<file path="src/rtl/game_timer_pkg.sv">
// Shared types and constants for the Frog-Hunter countdown clock.
package game_timer_pkg;

    typedef enum logic [1:0] {
        IDLE     = 2'd0,
        RUNNING  = 2'd1,
        PAUSED   = 2'd2,
        EXPIRED  = 2'd3
    } state_e;

    localparam logic [3:0] SEC_ONES_MAX = 4'd9;
    localparam logic [2:0] SEC_TENS_MAX = 3'd5;

    function automatic logic is_zero_time(
        input logic [2:0] m2,
        input logic [3:0] m1,
        input logic [2:0] s2,
        input logic [3:0] s1
    );
        return (m2 == 3'd0) && (m1 == 4'd0) && (s2 == 3'd0) && (s1 == 4'd0);
    endfunction

endpackage

</file>
<file path="src/rtl/tick_prescaler.sv">
// Free-running divider producing a one-cycle tick every TICK_DIV enabled cycles.
module tick_prescaler #(
    parameter int TICK_DIV = 100_000_000
) (
    input  logic clk,
    input  logic rst_n,
    input  logic run,
    output logic tick
);

    localparam int CNT_W = (TICK_DIV > 1) ? $clog2(TICK_DIV) : 1;
    localparam logic [CNT_W-1:0] CNT_MAX = CNT_W'(TICK_DIV - 1);

    logic [CNT_W-1:0] count_q;
    logic [CNT_W-1:0] count_d;
    logic             at_max;

    // The count only advances while run is high, so a paused clock resumes mid-second.
    always_comb begin
        at_max  = (count_q == CNT_MAX);
        count_d = count_q;
        if (run) begin
            count_d = at_max ? '0 : count_q + CNT_W'(1);
        end
    end

    always_ff @(posedge clk) begin
        if (!rst_n) begin
            count_q <= '0;
        end else begin
            count_q <= count_d;
        end
    end

    assign tick = run && at_max;

endmodule

</file>
<file path="src/rtl/game_timer_ctrl.sv">
// Countdown sequencer: owns the seconds digits, borrows from the external minutes
// counter via enable_m, and tracks the IDLE/RUNNING/PAUSED/EXPIRED lifecycle.
module game_timer_ctrl
    import game_timer_pkg::*;
#(
    parameter int         TICK_DIV = 100_000_000,
    parameter logic [3:0] START_S1 = 4'd0,
    parameter logic [2:0] START_S2 = 3'd0
) (
    input  logic       clk,
    input  logic       rst_n,
    input  logic       start,
    input  logic       pause,
    input  logic [3:0] m1,
    input  logic [2:0] m2,
    output logic       enable_m,
    output logic [3:0] s1,
    output logic [2:0] s2,
    output logic       time_up,
    output logic [1:0] state
);

    state_e     state_q;
    state_e     state_d;
    logic [3:0] s1_q;
    logic [3:0] s1_d;
    logic [2:0] s2_q;
    logic [2:0] s2_d;
    logic       enable_m_q;
    logic       enable_m_d;
    logic       time_up_q;
    logic       time_up_d;

    logic       run;
    logic       tick;
    logic       min_zero;
    logic       sec_zero;
    logic       expire_tick;

    // A pause request wins over a coincident tick: run drops, so the tick never fires.
    assign run = (state_q == RUNNING) && !pause;

    tick_prescaler #(
        .TICK_DIV (TICK_DIV)
    ) u_prescaler (
        .clk   (clk),
        .rst_n (rst_n),
        .run   (run),
        .tick  (tick)
    );

    assign min_zero = (m1 == 4'd0) && (m2 == 3'd0);
    assign sec_zero = (s1_q == 4'd0) && (s2_q == 3'd0);

    // Minutes are compared pre-update; no borrow is ever in flight once they reach zero.
    assign expire_tick = tick && min_zero &&
                         (sec_zero || ((s2_q == 3'd0) && (s1_q == 4'd1)));

    always_ff @(posedge clk) begin
        if (!rst_n) begin
            state_q <= IDLE;
        end else begin
            state_q <= state_d;
        end
    end

    always_comb begin
        state_d = state_q;
        case (state_q)
            IDLE: begin
                if (start && !pause) begin
                    state_d = is_zero_time(m2, m1, s2_q, s1_q) ? EXPIRED : RUNNING;
                end
            end
            RUNNING: begin
                if (pause) begin
                    state_d = PAUSED;
                end else if (expire_tick) begin
                    state_d = EXPIRED;
                end
            end
            PAUSED: begin
                if (!pause) begin
                    state_d = RUNNING;
                end
            end
            EXPIRED: state_d = EXPIRED;
            default: state_d = IDLE;
        endcase
    end

    always_comb begin
        s1_d       = s1_q;
        s2_d       = s2_q;
        enable_m_d = 1'b0;
        time_up_d  = (state_q == EXPIRED);
        if (tick) begin
            if (s1_q != 4'd0) begin
                s1_d = s1_q - 4'd1;
            end else if (s2_q != 3'd0) begin
                s1_d = SEC_ONES_MAX;
                s2_d = s2_q - 3'd1;
            end else if (!min_zero) begin
                s1_d       = SEC_ONES_MAX;
                s2_d       = SEC_TENS_MAX;
                enable_m_d = 1'b1;
            end
        end
    end

    always_ff @(posedge clk) begin
        if (!rst_n) begin
            s1_q       <= START_S1;
            s2_q       <= START_S2;
            enable_m_q <= 1'b0;
            time_up_q  <= 1'b0;
        end else begin
            s1_q       <= s1_d;
            s2_q       <= s2_d;
            enable_m_q <= enable_m_d;
            time_up_q  <= time_up_d;
        end
    end

    assign s1       = s1_q;
    assign s2       = s2_q;
    assign enable_m = enable_m_q;
    assign time_up  = time_up_q;
    assign state    = state_q;

endmodule

</file>
<file path="config.mk">
export PLATFORM = sky130hd
export DESIGN_NAME = game_timer_ctrl
export DESIGN_NICKNAME = d
export VERILOG_FILES = /design/src/rtl/game_timer_pkg.sv /design/src/rtl/tick_prescaler.sv /design/src/rtl/game_timer_ctrl.sv
export SDC_FILE = /design/constraint.sdc
export NUM_CORES = 1
export LEC_CHECK = 0
export BUFFER_PORTS_ARGS = -buffer_cell sky130_fd_sc_hd__clkbuf_2
export CAP_MARGIN = 20
export CORE_UTILIZATION = 25
export DETAILED_ROUTE_END_ITERATION = 10
export GPL_TIMING_DRIVEN = 1
export PLACE_DENSITY_LB_ADDON = 0.1
export SYNTH_ARGS = -nofsm -noshare
export SYNTH_HDL_FRONTEND = slang
export SYNTH_SLANG_ARGS = --single-unit
</file>
<file path="constraint.sdc">
create_clock -name clk -period 2.2 [get_ports clk]
set_input_delay 0.44 -clock clk [delete_from_list [all_inputs] [get_ports clk]]
set_output_delay 0.44 -clock clk [all_outputs]
set_load 0.05 [all_outputs]
</file>
==> flow_summary.rst <==
.. list-table::
   :header-rows: 1

   * - Metric
     - Value
   * - Cell with the biggest individual delay on the critical path
     - sky130_fd_sc_hd__or4_4
   * - Final Power
     - 0.00136 W
   * - Number of vias in the routed layout
     - 1695
   * - Half-perimeter wire length after placement
     - 3550 um
   * - Final hold vios
     - 0
   * - Sequential-to-total area share from yosys stat
     - 40.8%
   * - Worst slack after detailed placement
     - -0.101 ns
   * - Total count of max-transition violations in the final report
     - 0
   * - Post-Synthesis Cells
     - 217
   * - Relative area change from synthesis to final layout
     - 33.5%
   * - Port buffer count
     - 21
   * - Number of synthesized register bits
     - 38
   * - Unrepaired setup endpoints after global routing
     - false
   * - Number of rows created at floorplan
     - 31
   * - Area occupied by multi-input gates
     - 0.00109 mm^2
   * - Clock Tree Buf Depth
     - 2
   * - Hold buffers post-CTS
     - 0
   * - Cell area after technology mapping
     - 0.00187 mm^2
   * - Die area
     - 0.00781 mm^2
   * - Post-layout net count
     - 286
   * - Commonest cells after routing, fill and taps aside
     - sky130_fd_sc_hd__dfxtp_1 (36), sky130_fd_sc_hd__buf_4 (35), sky130_fd_sc_hd__nor2_1 (32), sky130_fd_sc_hd__clkbuf_2 (21), sky130_fd_sc_hd__nand2_1 (17)
   * - Final GP Congestion
     - 0.736
   * - Kind of cell adding the most delay to the critical path
     - simple AND/OR/NAND/NOR gates
   * - Sum of routed wire length over all layers
     - 4800 um
   * - Filler cell count
     - 771
   * - Max-cap viol count
     - 0
   * - Number of DRC violations after detailed routing
     - 0
   * - Total routing usage reported by global routing
     - 13.4%
   * - Num ports
     - 22
   * - FF+latch area
     - 766 um^2
   * - Data required, critical path
     - 2.43 ns
   * - Ordered cell list for the critical path
     - nand4_1, or4_4, or3_4, or4_1, a21boi_1
   * - Minimum setup slack in the final design
     - 0.108 ns
   * - Run status
     - finished, final reports clean
   * - Share of post-route cells with drive strength above 1
     - 29.8%
   * - Root buffer cell
     - sky130_fd_sc_hd__clkbuf_8
   * - TritonCTS clock tree
     - built
   * - Number of buffers inserted during clock tree synthesis
     - 5
   * - Antenna violations before repair
     - 0
   * - Mean number of vias per cell
     - 4.53
   * - Antenna Diode Count
     - 0
   * - Data arrival time of the critical path
     - 2.33 ns
   * - Launching element type of the critical path
     - register
   * - Initial cell density of the core
     - 25.9%
   * - Cell leakage power
     - 0.981 nW
   * - Worst IR Drop VDD
     - 264 uV
   * - Syn nets
     - 229
   * - CP endpoint kind
     - register
   * - Height of the die
     - 88.4 um
   * - Upper clock frequency limit
     - 478 MHz
   * - First-iteration detailed-routing DRC count
     - 74
   * - Count of endpoints failing setup in the final report
     - 0
   * - Largest fanout on the critical path
     - 3
   * - Power density normalized to cell area
     - 547 mW/mm^2
   * - Maximum level of the CTS H-tree
     - 2
   * - Reg2reg setup slack
     - 0.11 ns
   * - Setup Crit Path Kind
     - reg2reg
   * - Final worst path period need
     - 2.09 ns
   * - Area of the core
     - 0.00721 mm^2
   * - Most common cell after layout, fill and taps aside
     - sky130_fd_sc_hd__dfxtp_1
   * - Maximum clock skew at final layout
     - 0.0125 ns
   * - Initial DRT Pass Iterations
     - 4
   * - Mean Syn Cell Area
     - 8.60 um^2
   * - First-pass GRT wire length
     - 7840 um
   * - Measured slew at the worst slew-check pin
     - 0.584 ns
   * - WP buf/inv
     - 0
   * - Reg clk slew, reported paths
     - 0.08 ns
   * - Final period util
     - 95.1%
   * - Warning count from the yosys run
     - 0
   * - CTS sink cnt
     - 38
   * - Number of global-route vias before repair
     - 1600
   * - Number of distinct library cells after synthesis
     - 42
   * - Source-to-sink clock delay at the later pin of the worst-skew pair
     - 0.29 ns
   * - Routed WL per cell
     - 12.8 um
   * - Post-CTS Setup Bufs
     - 0
   * - Grt ovf
     - 0
   * - CP max stage delay
     - 0.59 ns
   * - Number of nets with antenna violations after routing
     - 0
   * - PostCTS Resize Cnt
     - 2
   * - Path class of the lowest-slack min-delay path
     - reg2reg
   * - Maximum number of pins on one net before global-route repair
     - 24
   * - Die W
     - 88.4 um
   * - Max-slew headroom
     - 60.8%
[routing by layer]
metal	vias up	track usage [%]	wire length (um)
met5	-	0	0
met4	0	5.28	65
met3	6	2.52	117
met2	22	20.5	2100
met1	778	18.7	2520
li1	889	-	-
[worst register-to-register path: cells and delay by family, from the launching register on]
kind             cells  cell delay [ns]
AO/OA/AOI/OAI        1             0.12
AND/OR/NAND/NOR      4             1.59
flip-flops           1             0.34
[final cells by class]
cell class | instances | share of cell area (%)
sequential | 38 | 30.8
clock buffer | 5 | 2.76
tap | 99 | 4.97
timing repair buffer | 57 | 15.6
multi-input combinational | 169 | 43.9
inverter | 3 | 0.452
clock inverter | 3 | 1.61
[sequential cells by signal, indices dropped and copies added (netlist names)]
name	flops
u_prescaler.count_q	27
s2	3
s1	4
state	2
enable_m	1
time_up	1
[stage by stage]
step	TNS, ns	utilization, %	std cells	hold WS, ns	instance area, um^2
6_report	0	34.5	374	0.508	2490
5_1_grt	0	34.5	374	0.551	2490
4_1_cts	0	34.3	374	0.516	2470
3_5_place_dp	-0.300	32.6	366	0.505	2350
3_3_place_gp	-0.286	32.6	366	0.496	2350
2_1_floorplan	0	-	217	0.472	1870
[final timing paths]
kind	startpoint	end	cells after the start
worst max-delay path	u_prescaler.count_q[16]	s1[1]	5
worst min-delay path	s2[2]	s2[2]	2
worst max register to register	u_prescaler.count_q[16]	s1[1]	5
worst min register to register	s2[2]	s2[2]	2
[report_power, final]
group / leakage [nW] / internal [W] / switching, W
Clock: 0.0579 / 0.000334 / 0.000261
Combinational: 0.616 / 0.0000285 / 0.0000432
Sequential: 0.307 / 0.000691 / 0.00000318
[synth_stat cells]
library cell | instances | area share (%)
sky130_fd_sc_hd__dfxtp_1 | 38 | 41
sky130_fd_sc_hd__nor2_1 | 32 | 6.4
sky130_fd_sc_hd__nand2_1 | 17 | 3.4
sky130_fd_sc_hd__nand3_1 | 16 | 4.3
sky130_fd_sc_hd__xor2_1 | 16 | 7.5
sky130_fd_sc_hd__nand4_1 | 15 | 5.0
sky130_fd_sc_hd__xnor2_1 | 9 | 4.2
sky130_fd_sc_hd__nor3_1 | 8 | 2.1
sky130_fd_sc_hd__nor4_1 | 8 | 2.7
sky130_fd_sc_hd__and2_1 | 5 | 1.7
sky130_fd_sc_hd__and3_1 | 5 | 1.7
sky130_fd_sc_hd__mux2i_1 | 5 | 2.7
sky130_fd_sc_hd__clkbuf_1 | 4 | 0.80
sky130_fd_sc_hd__inv_1 | 3 | 0.60
sky130_fd_sc_hd__nand3b_1 | 3 | 1.2
sky130_fd_sc_hd__a21boi_0 | 2 | 0.80
sky130_fd_sc_hd__buf_2 | 2 | 0.54
sky130_fd_sc_hd__nor2b_1 | 2 | 0.67
sky130_fd_sc_hd__nor4_2 | 2 | 1.3
sky130_fd_sc_hd__or4_1 | 2 | 0.80
sky130_fd_sc_hd__or4_4 | 2 | 1.2
sky130_fd_sc_hd__a21boi_1 | 1 | 0.40
sky130_fd_sc_hd__a21oi_1 | 1 | 0.27
sky130_fd_sc_hd__a31oi_1 | 1 | 0.34
sky130_fd_sc_hd__and4_1 | 1 | 0.47
sky130_fd_sc_hd__buf_1 | 1 | 0.20
sky130_fd_sc_hd__ha_1 | 1 | 0.67
sky130_fd_sc_hd__nand2b_1 | 1 | 0.34
sky130_fd_sc_hd__nand4_4 | 1 | 1.1
sky130_fd_sc_hd__nor3b_1 | 1 | 0.40
sky130_fd_sc_hd__nor4b_1 | 1 | 0.47
sky130_fd_sc_hd__o211a_1 | 1 | 0.54
sky130_fd_sc_hd__o21ai_0 | 1 | 0.27
sky130_fd_sc_hd__o221a_2 | 1 | 0.60
sky130_fd_sc_hd__o22ai_1 | 1 | 0.34
sky130_fd_sc_hd__o31ai_1 | 1 | 0.40
sky130_fd_sc_hd__or2_2 | 1 | 0.34
sky130_fd_sc_hd__or3_1 | 1 | 0.34
sky130_fd_sc_hd__or3_2 | 1 | 0.40
sky130_fd_sc_hd__or3_4 | 1 | 0.60
sky130_fd_sc_hd__or3b_2 | 1 | 0.47
sky130_fd_sc_hd__or4_2 | 1 | 0.47
[kinds of logic after synthesis]
| group | Yosys count | share of synthesized area, % |
|---|---|---|
| compound gates | 10 | 3.96 |
| xor+xnor | 25 | 11.7 |
| fa+ha+maj | 1 | 0.671 |
| buf+inv | 10 | 2.15 |
| flops | 38 | 40.8 |
| mux | 5 | 2.68 |
| simple gates | 128 | 38.0 |
No activity file was read; power rests on OpenSTA's default activity.
